--- config.mk ---
export PLATFORM = sky130hd
export DESIGN_NAME = qupls_miss_sequencer_flat
export DESIGN_NICKNAME = d
export VERILOG_FILES = /design/src/rtl/qupls_miss_sequencer_pkg.sv /design/src/rtl/qupls_miss_sequencer_if.sv /design/src/rtl/qupls_age_arbiter.sv /design/src/rtl/qupls_miss_sequencer.sv /design/src/flat_wrapper.sv
export SDC_FILE = /design/constraint.sdc
export NUM_CORES = 1
export LEC_CHECK = 0
export CAP_MARGIN = 0
export CORE_MARGIN = 3
export CORE_UTILIZATION = 50
export CTS_BUF_LIST = sky130_fd_sc_hd__clkbuf_8 sky130_fd_sc_hd__clkbuf_16
export CTS_CLUSTER_SIZE = 8
export DETAILED_ROUTE_END_ITERATION = 6
export HOLD_SLACK_MARGIN = 0.15
export PLACE_DENSITY = 0.86
export SKIP_CTS_REPAIR_TIMING = 1
export SYNTH_ARGS = -nofsm -noshare
export SYNTH_HDL_FRONTEND = slang
export SYNTH_SLANG_ARGS = --single-unit
--- constraint.sdc ---
create_clock -name clk -period 5.1 [get_ports clk]
set_input_delay 1.275 -clock clk [delete_from_list [all_inputs] [get_ports clk]]
set_output_delay 1.275 -clock clk [all_outputs]
set_load 0.01 [all_outputs]
--- src/rtl/qupls_miss_sequencer_pkg.sv ---
// Shared types for branch-miss recovery: recovery state encoding, extended PC
// and reset constants.
package qupls_miss_sequencer_pkg;

   // Stomp logic decodes CHKPT_RESTORE..DONE2 as a range, so keep this order.
   typedef enum logic [2:0] {
      BS_IDLE,
      BS_CHKPT_RESTORE,
      BS_CHKPT_RESTORED,
      BS_CAPTURE_MISSPC,
      BS_DONE,
      BS_DONE2
   } branch_state_t;

   typedef struct packed {
      logic [2:0]  bno_t;
      logic [2:0]  bno_f;
      logic [31:0] pc;
   } pc_address_ex_t;

   localparam logic [31:0]    RSTPC      = 32'hFFFC_0100;
   localparam int             MISS_TMO   = 63;
   localparam pc_address_ex_t RST_MISSPC = '{bno_t: 3'd1, bno_f: 3'd0, pc: RSTPC};

endpackage

--- src/rtl/qupls_miss_sequencer_if.sv ---
// Miss-report bus from the flow-control units plus the checkpoint restore
// handshake; the sequencer sits on the slave side.
interface qupls_miss_sequencer_if
   import qupls_miss_sequencer_pkg::*;
#(
   parameter int NREQ  = 2,
   parameter int AGE_W = 8,
   parameter int CP_W  = 4
);
   logic [NREQ-1:0]             miss_req;
   logic [NREQ-1:0][AGE_W-1:0]  miss_age;
   logic [NREQ-1:0][CP_W-1:0]   miss_cp;
   pc_address_ex_t [NREQ-1:0]   miss_pc;
   logic                        restore_req;
   logic [CP_W-1:0]             restore_cp;
   logic                        restore_ack;

   modport master (
      output miss_req, miss_age, miss_cp, miss_pc, restore_ack,
      input  restore_req, restore_cp
   );

   modport slave (
      input  miss_req, miss_age, miss_cp, miss_pc, restore_ack,
      output restore_req, restore_cp
   );
endinterface

--- src/rtl/qupls_age_arbiter.sv ---
// Combinational oldest-age picker over NREQ requesters. Ages are modular
// sequence numbers; equal ages resolve to the lower index.
module qupls_age_arbiter #(
   parameter int NREQ  = 2,
   parameter int AGE_W = 8
) (
   input  logic [NREQ-1:0]            req,
   input  logic [NREQ-1:0][AGE_W-1:0] age,
   output logic                       valid,
   output logic [NREQ-1:0]            grant
);

   logic [AGE_W-1:0] best;
   logic [AGE_W-1:0] diff;

   // Strictly-older test (sign of the modular difference) keeps the earlier
   // index on a tie.
   always_comb begin
      valid = 1'b0;
      grant = '0;
      best  = '0;
      diff  = '0;
      for (int i = 0; i < NREQ; i++) begin
         diff = age[i] - best;
         if (req[i] && (!valid || diff[AGE_W-1])) begin
            valid    = 1'b1;
            grant    = '0;
            grant[i] = 1'b1;
            best     = age[i];
         end
      end
   end

endmodule

--- src/rtl/qupls_miss_sequencer.sv ---
// Branch-miss recovery sequencer: honours the oldest outstanding miss, restores
// its checkpoint, captures the restart PC and lets the pipeline settle.
module qupls_miss_sequencer
   import qupls_miss_sequencer_pkg::*;
#(
   parameter int NREQ  = 2,
   parameter int AGE_W = 8,
   parameter int CP_W  = 4,
   parameter int TMO   = MISS_TMO
) (
   input  logic                  clk,
   input  logic                  rst,
   qupls_miss_sequencer_if.slave bus,
   output logic                  branchmiss,
   output branch_state_t         branch_state,
   output pc_address_ex_t        misspc,
   output logic [AGE_W-1:0]      miss_age_o,
   output logic                  busy,
   output logic                  tmo_err
);

   localparam logic [5:0] TMO_L = 6'(TMO);

   branch_state_t    state, state_nx;
   logic [AGE_W-1:0] age_q;
   logic [CP_W-1:0]  cp_q;
   pc_address_ex_t   pc_q;
   logic [5:0]       wdog;

   logic             win_valid;
   logic [NREQ-1:0]  grant;
   logic [AGE_W-1:0] win_age;
   logic [CP_W-1:0]  win_cp;
   pc_address_ex_t   win_pc;
   logic [AGE_W-1:0] age_diff;
   logic             take;
   logic             expire;

   qupls_age_arbiter #(.NREQ(NREQ), .AGE_W(AGE_W)) u_arb (
      .req   (bus.miss_req),
      .age   (bus.miss_age),
      .valid (win_valid),
      .grant (grant)
   );

   always_comb begin
      win_age = '0;
      win_cp  = '0;
      win_pc  = '0;
      for (int i = 0; i < NREQ; i++) begin
         if (grant[i]) begin
            win_age = bus.miss_age[i];
            win_cp  = bus.miss_cp[i];
            win_pc  = bus.miss_pc[i];
         end
      end
   end

   // Outside IDLE only a strictly older miss preempts; younger ones get flushed.
   assign age_diff = win_age - age_q;
   assign take     = win_valid && (state == BS_IDLE || age_diff[AGE_W-1]);
   assign expire   = (state == BS_CHKPT_RESTORE) && !bus.restore_ack && (wdog == TMO_L);

   always_comb begin
      state_nx = state;
      if (take) begin
         state_nx = BS_CHKPT_RESTORE;
      end else begin
         case (state)
            BS_IDLE:           state_nx = BS_IDLE;
            BS_CHKPT_RESTORE:  if (bus.restore_ack || wdog == TMO_L) state_nx = BS_CHKPT_RESTORED;
            BS_CHKPT_RESTORED: state_nx = BS_CAPTURE_MISSPC;
            BS_CAPTURE_MISSPC: state_nx = BS_DONE;
            BS_DONE:           state_nx = BS_DONE2;
            BS_DONE2:          state_nx = BS_IDLE;
            default:           state_nx = BS_IDLE;
         endcase
      end
   end

   always_ff @(posedge clk or negedge rst) begin
      if (!rst) begin
         state      <= BS_IDLE;
         age_q      <= '0;
         cp_q       <= '0;
         pc_q       <= RST_MISSPC;
         misspc     <= RST_MISSPC;
         branchmiss <= 1'b0;
         wdog       <= '0;
         tmo_err    <= 1'b0;
      end else begin
         state      <= state_nx;
         branchmiss <= take;
         if (take) begin
            age_q <= win_age;
            cp_q  <= win_cp;
            pc_q  <= win_pc;
         end
         if (take || state != BS_CHKPT_RESTORE) wdog <= '0;
         else                                   wdog <= wdog + 6'd1;
         if (!take && expire) tmo_err <= 1'b1;
         if (!take && state == BS_CAPTURE_MISSPC) misspc <= pc_q;
      end
   end

   assign branch_state    = state;
   assign bus.restore_req = (state == BS_CHKPT_RESTORE);
   assign bus.restore_cp  = cp_q;
   assign miss_age_o      = age_q;
   assign busy            = (state != BS_IDLE);

endmodule

--- src/flat_wrapper.sv ---
// flat-port wrapper written by rule: the top's interface ports become plain ports
module qupls_miss_sequencer_flat import qupls_miss_sequencer_pkg::*;
#(
   parameter int NREQ  = 2,
   parameter int AGE_W = 8,
   parameter int CP_W  = 4,
   parameter int TMO   = MISS_TMO
)
  (clk, rst, branchmiss, branch_state, misspc, miss_age_o, busy, tmo_err, bus_miss_req, bus_miss_age, bus_miss_cp, bus_miss_pc, bus_restore_ack, bus_restore_req, bus_restore_cp);
  qupls_miss_sequencer_if #(.NREQ(NREQ), .AGE_W(AGE_W), .CP_W(CP_W)) bus_i ();
  input  logic clk;
  input  logic rst;
  output logic branchmiss;
  output branch_state_t branch_state;
  output pc_address_ex_t misspc;
  output logic [AGE_W-1:0] miss_age_o;
  output logic busy;
  output logic tmo_err;
  input wire logic [$bits(bus_i.miss_req)-1:0] bus_miss_req;
  input wire logic [$bits(bus_i.miss_age)-1:0] bus_miss_age;
  input wire logic [$bits(bus_i.miss_cp)-1:0] bus_miss_cp;
  input wire logic [$bits(bus_i.miss_pc)-1:0] bus_miss_pc;
  input wire logic [$bits(bus_i.restore_ack)-1:0] bus_restore_ack;
  output wire logic [$bits(bus_i.restore_req)-1:0] bus_restore_req;
  output wire logic [$bits(bus_i.restore_cp)-1:0] bus_restore_cp;
  assign bus_i.miss_req = bus_miss_req;
  assign bus_i.miss_age = bus_miss_age;
  assign bus_i.miss_cp = bus_miss_cp;
  assign bus_i.miss_pc = bus_miss_pc;
  assign bus_i.restore_ack = bus_restore_ack;
  assign bus_restore_req = bus_i.restore_req;
  assign bus_restore_cp = bus_i.restore_cp;
  qupls_miss_sequencer #(.NREQ(NREQ), .AGE_W(AGE_W), .CP_W(CP_W), .TMO(TMO)) u_core (.clk(clk), .rst(rst), .bus(bus_i), .branchmiss(branchmiss), .branch_state(branch_state), .misspc(misspc), .miss_age_o(miss_age_o), .busy(busy), .tmo_err(tmo_err));
endmodule
==> metrics.cfg, run 1 <==
[drt]
viasPerCell = 5.26
vias = 4196
postRouteAntennaNets = 0
wirelength_mm = 14.3
wire_per_inst_um = 18.0
drt-initial-drc-count = 244
route.detailed.drc = 0
drtPass1Iterations = 4

[setup_path]
path_class = in -> reg
crit_start = bus_miss_age[14]
crit_fanout = 7
critPathLaunchType = input pin
timing.rr.start = u_core.miss_age_o[4]
crit_required_ps = 5360
cp.arrival_ps = 5360
reg2reg_setup_slack_ps = 2350
critPathCaptureType = flop

[global_route]
grt.met2_usage_pct = 40.1
grt_use_total_pct = 22.9
grt_util_met3_pct = 5.30
grt_pass1_wl_mm = 20.7
grtUsageMet1_pct = 27.8
antenna_found_initial = 1
grt_pass1_vias = 4140
busiest_layer = met2
overflow = 0
grt_max_degree = 60

[power]
total_power_w = 0.00403
clkPwrFrac_pct = 11.7
switchingPower_w = 0.00135
power_frac_comb_pct = 53.3
seqPwrFrac_pct = 35.0
powerDensity_nw_per_um2 = 525
p_sw_share_pct = 33.5
p_int_w = 0.00268
p_leak_nw = 3.42
vdd_ir_drop_max_uv = 317

[yosys]
synth_nets = 583
yosys_register_bits = 99
yosys-mux-area-fraction_pct = 21.0
synthCells = 465
synth-compound-area-share_pct = 9.73
syn-cell-area_um2 = 5070
ys.flop_type = dfrtp_1
synth_edf_count = 0
synthXorXnorAreaFrac_pct = 1.38
synth_top_family_by_area = multiplexers
synthSimpleGateAreaFrac_pct = 11.8
synth_area_per_cell_um2 = 10.9
ys_types = 45
synth_fa_ha_area_share_pct = 3.21
yosys_warnings = 0
ys_seq_area_share_pct = 49.7
ys_async_sr_fraction_pct = 100

[placed_design]
port_buffers = 161
place.gp.congestion = 0.835
dpl.hpwl_mm = 9.59

[die]
placementRows = 36
initial_core_util_pct = 51.6
ios = 162
fp.dieArea_um2 = 11400
die_x_um = 107
dieHeight_um = 107
core-area_um2 = 9820

[clocking]
clkTransAtPathRegs_ps = 100
cts_sinks = 99
cts_tree = yes
cts-root-buf = clkbuf_8
cts_buffers = 9
cts_buffer_depth = 2
htreeDepth = 3
clk_latency_ps = 370

[layout]
fin_util_pct = 78.2
syn_to_final_growth_pct = 51.5
drive_above_1_share_pct = 32.1
finalNetCount = 776

[timing]
period_minus_slack_ps = 5100
slew_headroom_pct = 53.6
hold_viol = 0
finalMaxSlewViolations = 0
tightest_slew_ps = 695
finalCritPeriodShare_pct = 100
fmax_mhz = 196
setup_viol = 0
finalClockSkew_ps = 11.5

[flow_run]
maxCapViolCount = 0

[outcome]
outcome = finished, final reports clean

[worst_hold_path]
worstHoldStart = u_core.tmo_err
hold_path_class = reg -> reg

-- metal layers --
layer  wire (um)  part of all wire (%)
met4         397                   2.8
met5           0                     0
met3         797                   5.6
met2        7430                    52
met1        5690                    40
-- placed cells by master (no fill, tap or decap), drive strengths merged, types with 2 or more instances in the layout --
cell type | netlist | routed
xor2 | 3 | 3
o21ai | 52 | 52
dfstp | 32 | 32
nor2b | 3 | 3
o21ba | 2 | 2
and3 | 3 | 3
nand3 | 4 | 4
mux2 | 87 | 87
inv | 9 | 12
a211o | 4 | 4
dfrtp | 67 | 67
and2 | 2 | 2
a21oi | 7 | 7
clkinv | 0 | 3
nor3 | 2 | 2
nand2b | 2 | 2
clkbuf | 18 | 13
ha | 13 | 13
dlymetal6s2s | 0 | 10
nand2 | 106 | 106
nor2 | 11 | 11
a21o | 4 | 4
xnor2 | 5 | 5
clkdlybuf4s50 | 0 | 149
buf | 9 | 46
o21bai | 2 | 2
-- Yosys cell counts, types with 2 or more instances --
library cell | n | area [um^2]
nand2_1 | 106 | 398
dfrtp_1 | 67 | 1680
mux2_2 | 60 | 676
o21ai_0 | 52 | 260
dfstp_2 | 32 | 841
mux2_4 | 20 | 300
clkbuf_1 | 18 | 67.6
ha_1 | 13 | 163
nor2_1 | 11 | 41.3
inv_1 | 9 | 33.8
mux2_1 | 7 | 78.8
a21oi_1 | 6 | 30.0
buf_2 | 6 | 30.0
xnor2_1 | 5 | 43.8
a211o_1 | 4 | 35.0
a21o_1 | 4 | 30.0
nand3_1 | 4 | 20.0
and3_1 | 3 | 18.8
buf_6 | 3 | 33.8
nor2b_1 | 3 | 18.8
xor2_1 | 3 | 26.3
and2_1 | 2 | 12.5
nand2b_1 | 2 | 12.5
nor3_1 | 2 | 10.0
o21ba_2 | 2 | 20.0
o21bai_1 | 2 | 15.0
-- path summary, 6_finish.rpt --
check | to | cells past startpoint
setup reg to reg | u_core.misspc[10] | 11
min in group asynchronous | u_core.pc_q[17] | 1
hold reg to reg | u_core.tmo_err | 1
hold / removal | u_core.tmo_err | 1
max in group asynchronous | u_core.pc_q[13] | 2
setup / recovery | u_core.misspc[10] | 20
-- flip-flops by register name, summed over array words and instances, names as in the netlist --
| name | cells |
|---|---|
| u_core.misspc | 38 |
| u_core.pc_q | 38 |
| u_core.miss_age_o | 8 |
| u_core.wdog | 6 |
| u_core.bus.restore_cp | 4 |
| u_core.branch_state | 3 |
| u_core.branchmiss | 1 |
| u_core.tmo_err | 1 |
-- critical path, cell delays in order --
cell	delay (ps)
clkdlybuf4s50_1	470
ha_4	290
o21a_1	130
and2_4	170
buf_4	120
a2111oi_4	40
nor4b_4	390
buf_6	190
nand2_2	70
o21ai_4	80
ha_4	220
a21o_1	160
a21o_1	150
a21o_1	200
nor2_1	130
a31oi_2	150
xnor2_2	290
o21ba_4	300
clkbuf_16	220
mux2_4	300
-- power groups by stage --
stage / combinational [W] / clock, W / sequential, W
floorplan: 0.00115 / 0 / 0.00144
global placement: 0.00186 / 0 / 0.00139
detailed placement: 0.00193 / 0 / 0.00141
CTS: 0.00193 / 0.000484 / 0.00140
global route: 0.00229 / 0.000518 / 0.00145
finish: 0.00215 / 0.000471 / 0.00141
-- cell type report --
type,instances,area (um^2)
inverters,9,33.8
clock inverters,7,58.8
fillers,608,2140
clock buffers,9,124
repair buffers,209,2120
diodes,1,2.50
flip-flops and latches,99,2520
well taps,133,166
multi-input cells,330,2650
-- per-stage QoR --
step / hold WS, ps / instances / cell area, um^2 / setup TNS, ps / setup slack [ps]
after floorplan: 460 / 465 / 5270 / -13480 / -203
after global placement: 471 / 765 / 7100 / -37220 / -506
after detailed placement: 487 / 765 / 7100 / -53940 / -693
after CTS: 508 / 781 / 7280 / -16590 / -303
after global routing: 523 / 797 / 7680 / -7970 / -147
final: 503 / 797 / 7680 / 0 / 2.06
-- logic make-up (layout without fill, tap and decap cells) --
group	Yosys count	in the layout
mux	88	88
simple gates	140	140
fa+ha+maj	13	13
buf+inv	36	234
compound gates	81	81
xor+xnor	8	8
flops	99	99
other cells	0	1
Note: power is estimated with default switching activity, not from simulation.
==> run 2, diff against run 1 <==
--- a/config.mk
+++ b/config.mk
@@ -7,12 +7,12 @@
 export LEC_CHECK = 0
 export CAP_MARGIN = 0
 export CORE_MARGIN = 3
-export CORE_UTILIZATION = 50
+export CORE_UTILIZATION = 42
 export CTS_BUF_LIST = sky130_fd_sc_hd__clkbuf_8 sky130_fd_sc_hd__clkbuf_16
 export CTS_CLUSTER_SIZE = 8
 export DETAILED_ROUTE_END_ITERATION = 6
 export HOLD_SLACK_MARGIN = 0.15
-export PLACE_DENSITY = 0.86
+export PLACE_DENSITY = 0.77
 export SKIP_CTS_REPAIR_TIMING = 1
 export SYNTH_ARGS = -nofsm -noshare
 export SYNTH_HDL_FRONTEND = slang
==> constraint.sdc (replaced) <==
create_clock -name clk -period 4.55 [get_ports clk]
set_input_delay 1.1375 -clock clk [delete_from_list [all_inputs] [get_ports clk]]
set_output_delay 1.1375 -clock clk [all_outputs]
set_load 0.01 [all_outputs]
==> run 2 against run 1 <==
  * The flow now finishes with violations (setup timing)
  * Sequential power grew 13%
  * Hold slack lost 5.0 ps
  * Die area grew 18%
  * Critical endpoint is now u_core.misspc[14]
  * Largest cell class unchanged
  * Highest routed layer is now met5
==> metrics.cfg, run 2 (synthesis gave the netlist of run 1 again) <==
[layout]
final_cell_mix = clkdlybuf4s50_1 (147), nand2_1 (99), mux2_4 (86)
syn_to_final_growth_pct = 61.9
finalNonFillerCells = 811  ; +1.8%
finalNetCount = 781  ; +0.64%
num_antenna_cells = 0  ; -1
drive_above_1_share_pct = 34.7  ; +2.6 points
layout_commonest_cell = clkdlybuf4s50_1
nFillCells = 804  ; +32%

[placed_design]
place.gp.congestion = 0.870  ; +4.2%
dp_cells = 776  ; +1.4%
dpl.hpwl_mm = 9.37  ; -2.3%
pre_cts_ws_ps = -1010  ; -314 ps
port_buffers = 161  ; unchanged

[die]
initial_core_util_pct = 43.6  ; -8.0 points
core-area_um2 = 11600  ; +18%
fp.dieArea_um2 = 13400  ; +18%
ios = 162  ; unchanged
dieHeight_um = 116  ; +8.6%
placementRows = 39  ; +8.3%
die_x_um = 116  ; +8.6%

[timing]
slew_headroom_pct = 58.0  ; +4.4 points
finalMaxSlewViolations = 0  ; unchanged
timing.final.ws_setup_ps = -230  ; -232 ps
finalCritPeriodShare_pct = 105
hold_ws_ps = 498  ; -5.02 ps
period_minus_slack_ps = 4780
rsz0062_at_grt = true
fin_setup_tns_ps = -16420  ; -16420 ps
fmax_mhz = 209
finalClockSkew_ps = 7.25  ; -4.21 ps
hold_viol = 0  ; unchanged
tightest_slew_ps = 630  ; -65.8 ps
setup_viol = 97  ; +97

[outcome]
outcome = finished, violations left
violations = setup timing

[setup_path]
crit_family = compound AO/OA/AOI/OAI gates
crit_fanout = 15  ; +8
timing.rr.start = u_core.miss_age_o[4]
slowest_delay_ps = 310  ; -160 ps
critPathCaptureType = flop
cp.arrival_ps = 5020  ; -340 ps
crit_required_ps = 4780  ; -580 ps
critPathLaunchType = input pin
cpMaxStageDelayCell = a211o_1
cp.buffers_inverters = 5  ; +1
path_class = in -> reg
crit_start = bus_miss_req[0]
path_cells = buf_12 > nand2_4 > ha_4 > a211o_1 > and2_4 > buf_12 > a2111oi_4 > nor4b_4 > buf_4 > buf_4 > nand2_1 > o21ai_1 > ha_1 > a21o_1 > a21o_1 > a21o_1 > nor2_2 > a31oi_4 > xnor2_2 > o21ba_4 > buf_12 > mux2_4

[global_route]
antenna_found_initial = 1  ; unchanged
overflow = 0  ; unchanged
grt_max_degree = 65  ; +8.3%
grt_pass1_wl_mm = 19.9  ; -3.9%
grt_pass1_vias = 4032  ; -2.6%
grt_use_total_pct = 18.6  ; -4.3 points

[clocking]
clkTransAtPathRegs_ps = 70  ; -30 ps
cts_tree = yes
cts-root-buf = clkbuf_16
cts_buffer_depth = 2  ; unchanged
cts_sinks = 99  ; unchanged
htreeDepth = 3  ; unchanged
clk_latency_ps = 350  ; -20 ps
cts_buffers = 9  ; unchanged

[drt]
postRouteAntennaNets = 0  ; unchanged
drtPass1Iterations = 4  ; unchanged
drt-initial-drc-count = 187  ; -23%
vias = 4193  ; -0.071%
viasPerCell = 5.17  ; -1.8%
wirelength_mm = 14.4  ; +0.39%
wire_per_inst_um = 17.7  ; -1.3%
route.detailed.drc = 0  ; unchanged

[power]
powerDensity_nw_per_um2 = 648  ; +23%
vdd_ir_drop_max_uv = 407  ; +28%
total_power_w = 0.00532  ; +32%
p_leak_nw = 3.71  ; +8.5%

[worst_hold_path]
hold_path_class = reg -> reg
worstHoldStart = u_core.tmo_err

[flow_run]
maxCapViolCount = 0  ; unchanged

run 2: changes by cell type in the layout (fill, tap and decap cells not counted), moves of 5 or more:
| cell | change |
|---|---|
| mux2_4 | +46 |
| buf_12 | +5 |
| nor2_1 | -7 |
| nor2_4 | +5 |
| clkbuf_8 | -9 |
| mux2_2 | -45 |
| clkbuf_16 | +13 |
run 2: routing by layer:
layer,wire length (um),part of all wire (%),vias to the layer above,GRT usage (%)
met5,13,0.090,-,0
met4,301,2.1,2,4.49
met3,871,6.1,27,5.54
met2,7180,50,130,31.5
met1,6000,42,2036,23.6
li1,-,-,1998,-
run 2: worst paths after layout:
kind | cells past startpoint | slack, ps | end
max in group asynchronous | 2 | 3210 | u_core.pc_q[9]
worst max register to register | 11 | 1880 | u_core.misspc[14]
worst max-delay path | 22 | -230 | u_core.misspc[14]
worst min-delay path | 1 | 500 | u_core.tmo_err
min in group asynchronous | 2 | 900 | u_core.misspc[15]
worst min register to register | 1 | 500 | u_core.tmo_err
run 2: power by group:
group / leakage, nW / internal [W] / total [W] / switching [W]
clock: 0.157 / 0.000459 / 0.000792 / 0.000334
sequential: 1.19 / 0.00134 / 0.00159 / 0.000242
combinational: 2.36 / 0.00184 / 0.00294 / 0.00110
run 2: final cells by class:
| cell class | count | area (um^2) | area share, % |
|---|---|---|---|
| Multi-Input combinational cell | 330 | 2890 | 35.2 |
| Sequential cell | 99 | 2520 | 30.7 |
| Timing Repair Buffer | 214 | 2270 | 27.7 |
| Clock buffer | 10 | 250 | 3.05 |
| Tap cell | 143 | 179 | 2.18 |
| Clock inverter | 6 | 62.6 | 0.763 |
| Inverter | 9 | 33.8 | 0.412 |
run 2: worst register-to-register path, stage by stage (launching register included):
cell	delay [ps]
dfrtp_1	410
inv_1	110
ha_4	210
a21o_1	170
a21o_1	150
a21o_1	210
nor2_2	130
a31oi_4	120
xnor2_2	280
o21ba_4	270
buf_12	200
mux2_4	320
run 2: through the flow:
step | area, um^2 | utilization (%)
finish | 8200 | 70.6
global route | 8200 | 70.6
CTS | 7450 | 64.2
detailed placement | 7140 | 61.5
global placement | 7140 | 61.5
floorplan | 5270 | -
==> run 3, diff against run 2 <==
--- a/config.mk
+++ b/config.mk
@@ -7,12 +7,13 @@
 export LEC_CHECK = 0
 export CAP_MARGIN = 0
 export CORE_MARGIN = 3
-export CORE_UTILIZATION = 42
+export CORE_UTILIZATION = 55
 export CTS_BUF_LIST = sky130_fd_sc_hd__clkbuf_8 sky130_fd_sc_hd__clkbuf_16
 export CTS_CLUSTER_SIZE = 8
 export DETAILED_ROUTE_END_ITERATION = 6
+export DONT_BUFFER_PORTS = 1
 export HOLD_SLACK_MARGIN = 0.15
-export PLACE_DENSITY = 0.77
+export PLACE_DENSITY = 0.73
 export SKIP_CTS_REPAIR_TIMING = 1
 export SYNTH_ARGS = -nofsm -noshare
 export SYNTH_HDL_FRONTEND = slang
==> run 3 against run 2 <==
  * Clock skew grew 7.8 ps
  * Sequential share of layout area grew 12 points
  * Critical endpoint is now u_core.pc_q[21]
  * The run still ends with setup timing left
  * Fmax grew 2.2%
  * Power shrank 22%
  * Setup slack gained 100 ps
  * Final area shrank 28%
  * Routed wire length shrank 22%
==> metrics.cfg, run 3 (synthesis gave the netlist of run 1 again) <==
[die]
die_x_um = 102  ; -12%
ios = 162  ; unchanged
initial_core_util_pct = 57.3  ; +14 points
core-area_um2 = 8850  ; -24%
placementRows = 34  ; -13%
dieHeight_um = 102  ; -12%
fp.dieArea_um2 = 10400  ; -22%

[global_route]
overflow = 0  ; unchanged
grt_use_total_pct = 19.3  ; +0.64 points
grt_pass1_vias = 3296  ; -18%
grt_max_degree = 100  ; +54%
antenna_found_initial = 0  ; -1
grt_pass1_wl_mm = 16.0  ; -19%

[placed_design]
dp_cells = 570  ; -27%
dpl.hpwl_mm = 7.48  ; -20%
place.gp.congestion = 0.899  ; +3.3%
place_area_um2 = 5420  ; -24%
port_buffers = 0  ; -100%

[setup_path]
critPathMostFrequentCell = a21o_1
crit_family = compound AO/OA/AOI/OAI gates
cpMaxStageDelayCell = nor4b_4
cp.buffers_inverters = 5  ; unchanged
cp_num_cells = 22  ; unchanged
crit_required_ps = 4830  ; +50 ps
path_class = in -> reg
path_cells = nand2_4 > ha_2 > a211o_1 > and2_4 > o211a_4 > nor4b_4 > buf_6 > nand2_2 > o21ai_2 > ha_1 > a21o_1 > a21o_1 > a21o_1 > nor2_2 > a31oi_2 > xnor2_1 > buf_4 > a21oi_4 > buf_12 > clkbuf_16 > buf_8 > mux2_4
ff2ff_path_depth = 14  ; +3
crit_fanout = 57  ; +42
critPathCaptureType = flop
critPathLaunchType = input pin
cp.arrival_ps = 4960  ; -60 ps
slowest_delay_ps = 330  ; +20 ps

[timing]
timing.final.ws_setup_ps = -129  ; +101 ps
rsz0062_at_grt = true
slew_headroom_pct = 53.7  ; -4.3 points
finalClockSkew_ps = 15.1  ; +7.81 ps
hold_viol = 0  ; unchanged
setup_viol = 33  ; -66%
period_minus_slack_ps = 4680  ; -101 ps
fin_setup_tns_ps = -1840  ; +14580 ps
fmax_mhz = 214  ; +2.2%
finalMaxSlewViolations = 0  ; unchanged
hold_ws_ps = 479  ; -19.6 ps
finalCritPeriodShare_pct = 103  ; -2.2 points
tightest_slew_ps = 693  ; +63.1 ps

[layout]
final_cell_mix = nand2_1 (102), dfrtp_1 (67), mux2_4 (50)
syn_to_final_growth_pct = 17.0
final_area_um2 = 5930  ; -28%
finalNetCount = 607  ; -22%
num_antenna_cells = 0  ; unchanged
layout_commonest_cell = nand2_1
multi_input_area_um2 = 2620  ; -9.2%
seq_area_um2 = 2520  ; unchanged
finalNonFillerCells = 602  ; -26%
nFillCells = 653  ; -19%
drive_above_1_share_pct = 39.9  ; +5.1 points

[drt]
wirelength_mm = 11.3  ; -22%
drt-initial-drc-count = 113  ; -40%
viasPerCell = 5.81  ; +12%
wire_per_inst_um = 18.7  ; +5.5%
vias = 3495  ; -17%
postRouteAntennaNets = 0  ; unchanged
route.detailed.drc = 0  ; unchanged
drtPass1Iterations = 4  ; unchanged

[flow_run]
maxCapViolCount = 0  ; unchanged

[clocking]
clk_latency_ps = 350  ; about the same
cts-root-buf = clkbuf_8
clkTransAtPathRegs_ps = 110  ; +40 ps
cts_tree = yes
cts_buffers = 9  ; unchanged
cts_buffer_depth = 2  ; unchanged
cts_sinks = 99  ; unchanged
htreeDepth = 3  ; unchanged

[power]
vdd_ir_drop_max_uv = 281  ; -31%
p_leak_nw = 2.71  ; -27%
powerDensity_nw_per_um2 = 703  ; +8.5%

[worst_hold_path]
hold_path_class = in -> async

[outcome]
outcome = finished, violations left
violations = setup timing

## run 3: layout make-up
class | instances | area share, %
inverters | 9 | 0.570
flip-flops and latches | 99 | 42.5
clock buffers | 9 | 2.09
multi-input cells | 330 | 44.3
repair buffers | 40 | 7.34
clock inverters | 7 | 0.992
well taps | 108 | 2.28
## run 3: through the flow
stage               power, W  setup WS (ps)  utilization (%)
CTS                  0.00377          -83.1             63.3
finish               0.00417           -129             67.0
detailed placement   0.00324           -473             61.2
floorplan            0.00291           -615                -
global route         0.00442           -216             67.0
global placement     0.00318           -366             61.2
## run 3: power by group
part	internal [W]	total (W)	leakage (nW)	switching, W
Clock	0.000209	0.000521	0.0979	0.000312
Sequential	0.00134	0.00171	1.19	0.000364
Combinational	0.00122	0.00194	1.42	0.000726
Total	0.00277	0.00417	2.71	0.00140
## run 3: worst reg2reg max path, cell delays in order, from the launching register on
cell and delay, ps:
dfrtp_1 430, inv_1 70, ha_1 300, a21o_1 160, a21o_1 150, a21o_1 190
nor2_2 90, a31oi_2 120, xnor2_1 170, buf_4 150, a21oi_4 200, buf_12 160
clkbuf_16 160, buf_8 130, mux2_4 300
## run 3: per-layer routing
| metal | share of wire (%) | global-route usage (%) |
|---|---|---|
| met1 | 42 | 24.4 |
| met3 | 7.1 | 4.85 |
| met5 | 0 | 0 |
| met2 | 49 | 32.1 |
| met4 | 1.5 | 6.86 |
## run 3: path summary, 6_finish.rpt
path | slack (ps) | end | start
worst min-delay path | 480 | u_core.pc_q[16] | rst
worst max-delay path | -130 | u_core.pc_q[21] | bus_miss_req[0]
worst min register to register | 500 | u_core.misspc[11] | u_core.pc_q[11]
max in group asynchronous | 3850 | u_core.pc_q[35] | rst
min in group clk | 500 | u_core.misspc[11] | u_core.pc_q[11]
worst max register to register | 1710 | u_core.pc_q[21] | u_core.miss_age_o[4]
